===== config.mk =====
export PLATFORM = sky130hd
export DESIGN_NAME = swp_sequencer
export DESIGN_NICKNAME = d
export VERILOG_FILES = /design/src/rtl/swp_sequencer.sv
export SDC_FILE = /design/constraint.sdc
export NUM_CORES = 1
export LEC_CHECK = 0
export BUFFER_PORTS_ARGS = -buffer_cell sky130_fd_sc_hd__buf_2
export CORE_UTILIZATION = 30
export CTS_BUF_LIST = sky130_fd_sc_hd__clkbuf_4 sky130_fd_sc_hd__clkbuf_8
export CTS_CLUSTER_DIAMETER = 50
export DETAILED_ROUTE_END_ITERATION = 10
export PLACE_DENSITY = 0.59
export SLEW_MARGIN = 20
export SYNTH_ARGS = -nofsm -noshare
export SYNTH_HDL_FRONTEND = slang
export SYNTH_SLANG_ARGS = --single-unit

===== constraint.sdc =====
create_clock -name clk -period 5.4 [get_ports clk]
set_input_delay 1.08 -clock clk [delete_from_list [all_inputs] [get_ports clk]]
set_output_delay 1.08 -clock clk [all_outputs]
set_load 0.1 [all_outputs]

===== src/rtl/swp_sequencer.sv =====
// swp_sequencer -- executes ARM SWP / SWPB as a locked read, a locked write,
// then a writeback of the old memory value to Rd.
//
// Ports
//   clk, reset_n        system clock, asynchronous active-low reset
//   start               begin a swap (sampled only while idle)
//   is_byte, addr,      SWPB select, Rn (swap address), Rm (store data);
//   rm_data             latched on start, free to change afterwards
//   busy                high in every non-idle state
//   done / abort        single-cycle completion / timeout pulses
//   mem_*               data-memory port; mem_lock spans READ and WRITE
//   rd_we, rd_wdata     register-file writeback of the old memory value
//
// Optional feature: define SWP_TIMEOUT_EN to abort a memory phase after
// TIMEOUT_CYCLES wait cycles. Without it abort is tied low and the
// controller waits on mem_ready indefinitely.
//
// state    | meaning
// ---------+----------------------------------------------------------
// ST_IDLE  | waiting for start, all outputs low
// ST_READ  | locked read of [Rn], old value captured into tmp_q
// ST_WRITE | locked write of Rm (or replicated byte) to [Rn]
// ST_WB    | rd_we + done for one cycle, then back to idle

module swp_sequencer #(
   parameter int unsigned TIMEOUT_CYCLES = 16
) (
   input  logic        clk,
   input  logic        reset_n,
   input  logic        start,
   input  logic        is_byte,
   input  logic [31:0] addr,
   input  logic [31:0] rm_data,
   output logic        busy,
   output logic        done,
   output logic        abort,
   output logic        mem_req,
   output logic        mem_we,
   output logic        mem_lock,
   output logic [31:0] mem_addr,
   output logic [3:0]  mem_be,
   output logic [31:0] mem_wdata,
   input  logic [31:0] mem_rdata,
   input  logic        mem_ready,
   output logic        rd_we,
   output logic [31:0] rd_wdata
);

   typedef enum logic [1:0] {
      ST_IDLE  = 2'd0,
      ST_READ  = 2'd1,
      ST_WRITE = 2'd2,
      ST_WB    = 2'd3
   } state_t;

   state_t      state_q;
   logic [31:0] addr_q, rm_q, tmp_q;
   logic        byte_q;
   logic        busy_q, done_q, req_q, we_q, lock_q, rd_we_q;
   logic [3:0]  be_q;
   logic [31:0] wdata_q, rd_wdata_q;

   logic [31:0] rdata_rot_d, rdata_fmt_d, wdata_d;
   logic [3:0]  be_d;

   // Rotating right by the byte offset gives the ARM unaligned-word result,
   // and also brings the addressed byte lane down to bits 7:0.
   always_comb begin
      rdata_rot_d = 32'({mem_rdata, mem_rdata} >> {addr_q[1:0], 3'b000});
      if (byte_q) begin
         rdata_fmt_d = {24'h0, rdata_rot_d[7:0]};
         wdata_d     = {4{rm_q[7:0]}};
         be_d        = 4'b0001 << addr_q[1:0];
      end else begin
         rdata_fmt_d = rdata_rot_d;
         wdata_d     = rm_q;
         be_d        = 4'b1111;
      end
   end

`ifdef SWP_TIMEOUT_EN
   localparam int unsigned WAIT_W = $clog2(TIMEOUT_CYCLES + 1);
   logic [WAIT_W-1:0] wait_q;
   logic              abort_q;
   logic              wait_expired_d;

   // The cycle that would bring the count to TIMEOUT_CYCLES ends the phase.
   assign wait_expired_d = (wait_q == WAIT_W'(TIMEOUT_CYCLES - 1));
   assign abort          = abort_q;
`else
   localparam int unsigned unused_timeout = TIMEOUT_CYCLES;
   assign abort = 1'b0;
`endif

   always_ff @(posedge clk or negedge reset_n) begin
      if (!reset_n) begin
         state_q    <= ST_IDLE;
         addr_q     <= '0;
         rm_q       <= '0;
         byte_q     <= 1'b0;
         tmp_q      <= '0;
         busy_q     <= 1'b0;
         done_q     <= 1'b0;
         req_q      <= 1'b0;
         we_q       <= 1'b0;
         lock_q     <= 1'b0;
         be_q       <= '0;
         wdata_q    <= '0;
         rd_we_q    <= 1'b0;
         rd_wdata_q <= '0;
`ifdef SWP_TIMEOUT_EN
         wait_q     <= '0;
         abort_q    <= 1'b0;
`endif
      end else begin
         done_q  <= 1'b0;
         rd_we_q <= 1'b0;
`ifdef SWP_TIMEOUT_EN
         abort_q <= 1'b0;
`endif
         case (state_q)
            ST_IDLE: begin
               if (start) begin
                  addr_q  <= addr;
                  rm_q    <= rm_data;
                  byte_q  <= is_byte;
                  state_q <= ST_READ;
                  busy_q  <= 1'b1;
                  req_q   <= 1'b1;
                  we_q    <= 1'b0;
                  lock_q  <= 1'b1;
                  be_q    <= 4'b1111;
`ifdef SWP_TIMEOUT_EN
                  wait_q  <= '0;
`endif
               end
            end
            ST_READ: begin
               if (mem_ready) begin
                  tmp_q   <= rdata_fmt_d;
                  state_q <= ST_WRITE;
                  we_q    <= 1'b1;
                  be_q    <= be_d;
                  wdata_q <= wdata_d;
`ifdef SWP_TIMEOUT_EN
                  wait_q  <= '0;
               end else if (wait_expired_d) begin
                  state_q <= ST_IDLE;
                  busy_q  <= 1'b0;
                  req_q   <= 1'b0;
                  we_q    <= 1'b0;
                  lock_q  <= 1'b0;
                  be_q    <= '0;
                  abort_q <= 1'b1;
               end else begin
                  wait_q  <= wait_q + 1'b1;
`endif
               end
            end
            ST_WRITE: begin
               if (mem_ready) begin
                  state_q    <= ST_WB;
                  req_q      <= 1'b0;
                  we_q       <= 1'b0;
                  lock_q     <= 1'b0;
                  be_q       <= '0;
                  wdata_q    <= '0;
                  rd_we_q    <= 1'b1;
                  rd_wdata_q <= tmp_q;
                  done_q     <= 1'b1;
`ifdef SWP_TIMEOUT_EN
               end else if (wait_expired_d) begin
                  state_q <= ST_IDLE;
                  busy_q  <= 1'b0;
                  req_q   <= 1'b0;
                  we_q    <= 1'b0;
                  lock_q  <= 1'b0;
                  be_q    <= '0;
                  wdata_q <= '0;
                  abort_q <= 1'b1;
               end else begin
                  wait_q  <= wait_q + 1'b1;
`endif
               end
            end
            ST_WB: begin
               state_q    <= ST_IDLE;
               busy_q     <= 1'b0;
               rd_wdata_q <= '0;
            end
            default: state_q <= ST_IDLE;
         endcase
      end
   end

   assign busy      = busy_q;
   assign done      = done_q;
   assign mem_req   = req_q;
   assign mem_we    = we_q;
   assign mem_lock  = lock_q;
   assign mem_be    = be_q;
   assign mem_wdata = wdata_q;
   assign rd_we     = rd_we_q;
   assign rd_wdata  = rd_wdata_q;
   // Address is only presented while a request is active so idle stays all-zero.
   assign mem_addr  = req_q ? {addr_q[31:2], 2'b00} : 32'h0;

endmodule

==> flow_summary.json <==
{
  "clock_sinks": 171,
  "cap_violations": 0,
  "synth_most_common_cell": "dfrtp_1",
  "fin_worst_skew_ns": 0.0285,
  "ioPinCount": 208,
  "cts_resized": 0,
  "syn_area_per_cell_um2": 11.7,
  "crit_path_start_kind": "flip-flop",
  "die_w_um": 164,
  "antenna_found_initial": 1,
  "maxSlewViolCount": 0,
  "grt-ovfl-total": 0,
  "synth_area_um2": 7850,
  "vias": 5522,
  "dieHeight_um": 164,
  "crit_type": "reg2out",
  "floorplan.die_area_um2": 26800,
  "synth_cells": 673,
  "grt_setup_unrepaired": "false",
  "hold_viol_final": 0,
  "setup_viol_count_final": 0,
  "cp.arrival_ns": 2.03,
  "core-area_um2": 25400,
  "crit_chain": "and2_1 -> buf_2",
  "setup.worst_path.end_class": "output port",
  "drtPass1Iterations": 4,
  "clock_latency_ns": 0.48,
  "synth_simple_gate_area_frac": 0.118,
  "drc_errors": 0,
  "relSlewSlack": 0.345,
  "synth_common_cells": "171 x dfrtp_1, 100 x nand2_1, 87 x mux2_2",
  "io_buffer_count": 204,
  "numCtsBuffers": 17,
  "status": "finished, final reports clean",
  "synth_top_area_share": 0.545,
  "critPathTopFamily": "flip-flops",
  "synth_top_family_by_area": "multiplexers",
  "drt-vias-per-instance": 4.62,
  "yosys-top-cells-area": "dfrtp_1 54%, mux2_2 12%, mux2i_1 7.1%",
  "yosys_warnings": 0,
  "regToRegSetupSlack_ns": 3.13,
  "period_share": 0.575,
  "root_buffer": "clkbuf_8",
  "ctsHoldBuffers": 0,
  "drt_iter0_drc": 280,
  "hp-class": "reg2reg",
  "synth_fa_ha_area_frac": 0.00956,
  "grtUsageTotal": 0.146,
  "yosys.area.top_type": "dfrtp_1",
  "critPathLaunch": "mem_lock$_DFFE_PN0P_",
  "rr_startpoint": "state_q[0]$_DFFE_PN0P_",
  "worstHoldStart": "mem_wdata[31]$_DFFE_PN0P_",
  "cp_max_fo": 35,
  "wl_met2_mm": 9.05,
  "grt_first_pass_wirelength_mm": 30.3,
  "synth_mux_area_frac": 0.199,
  "synth_flop_cell": "dfrtp_1",
  "synth_xor_area_frac": 0,
  "crit_required_ns": 4.32,
  "antenna_cells": 0,
  "num_rows": 58,
  "htreeDepth": 4,
  "cts_buffer_depth": 2,
  "drive_gt1_frac": 0.394,
  "wire_per_inst_um": 16.0,
  "wirelength_mm": 19.1,
  "crit_slowest_cell": "dfrtp_1",
  "path_buf_inv": 1,
  "wl_met3_mm": 1.60,
  "grt_max_degree": 102,
  "min_period_ns": 3.11,
  "initial_core_util": 0.309,
  "synth_compound_area_frac": 0.0889,
  "ant_nets": 0,
  "post_cts_buffers": 0,
  "first_global_vias": 5696,
  "clkSlewWorstSetupHoldPaths_ns": 0.10,
  "drt-met1-wl_mm": 8.21,
  "worstMarginPinSlew_ns": 0.982,
  "cts_tree": "done",
  "fmax_ghz": 0.322,
  "hpwlAfterDp_mm": 12.9,
  "yosysUniqueCellTypes": 34,
  "synth-seq-cells": 171,
  "nets": 958,
  "synthArstFlopShare": 1.00,
  "seq_area_frac_synth": 0.545,
  "area_growth_pct": 20.9,
  "place.gp.congestion": 0.725,
  "cpPeakStageDelay_ns": 0.89,
  "dr.max_layer_used": "met5",
  "synth_edf_count": 0,
  "setup_tns_ns": 0
}
-- through the flow --
step / std cells / utilization / instance area, µm² / hold slack [ns] / setup WS, ns
final: 1194 / 0.374 / 9500 / 0.480 / 2.29
after global routing: 1194 / 0.374 / 9500 / 0.510 / 2.12
after CTS: 1194 / 0.374 / 9500 / 0.485 / 2.24
after detailed placement: 1162 / 0.357 / 9070 / 0.461 / 2.77
after global placement: 1162 / 0.357 / 9070 / 0.455 / 2.83
after floorplan: 675 / - / 7860 / 0.451 / 2.29
-- flip-flops by register name, indices dropped and copies added (netlist names) --
name,cells
mem_wdata,32
tmp_q,32
rd_wdata,32
mem_we,1
busy,1
byte_q,1
addr_q,32
rd_we,1
mem_be,4
mem_lock,1
state_q,2
rm_q,32
-- routing by layer --
metal / vias to the layer above / GRT usage
met5: - / 0
met4: 2 / 0.0362
met3: 18 / 0.0581
met2: 148 / 0.244
met1: 2673 / 0.175
li1: 2681 / -
-- final cells by class --
type                    count  area [µm²]
clock buffers              17         234
clock inverters            15         193
fillers                  2570       15900
inverters                   4        15.0
multi-input cells         446        3280
flip-flops and latches    171        4280
well taps                 330         413
repair buffers            211        1080
-- kinds of logic after synthesis --
family,after synthesis
AO/OA/AOI/OAI,108
flip-flops,171
AND/OR/NAND/NOR,185
other,1
buffers and inverters,58
adder cells (fa/ha/maj),6
multiplexers,144
-- worst reg2reg max path: stages, from the launching register on --
cell	delay (ns)
dfrtp_1	0.44
inv_1	0.11
ha_1	0.32
buf_4	0.30
o21ai_4	0.18
buf_4	0.53
o21ai_0	0.24
-- placed cells by master (no fill, tap or decap), types with 2 or more instances in the layout --
master	instances
a31oi_1	4
and2_1	30
buf_2	203
buf_4	7
clkbuf_8	17
clkinv_4	2
clkinv_8	4
conb_1	3
dfrtp_1	169
dfrtp_2	2
ha_1	6
inv_1	4
inv_6	4
inv_8	4
mux2_2	87
mux2i_1	56
nand2_1	99
nand2_4	2
nand2b_1	42
nor2_1	2
nor2b_1	2
o21ai_0	57
o221ai_1	17
o31ai_1	24
or2_2	2
-- final timing paths --
check	end	cells after the start
max	mem_addr[2]	2
min	mem_wdata[31]$_DFFE_PN0P_	2
max reg2reg	mem_wdata[1]$_DFFE_PN0P_	6
min reg2reg	mem_wdata[31]$_DFFE_PN0P_	2
max in group asynchronous	rd_we$_DFF_PN0_	2
min in group asynchronous	rm_q[17]$_DFFE_PN0P_	1
Power is not shown: default switching activity piles up to over one toggle a cycle in this logic, so the estimate is an artifact.
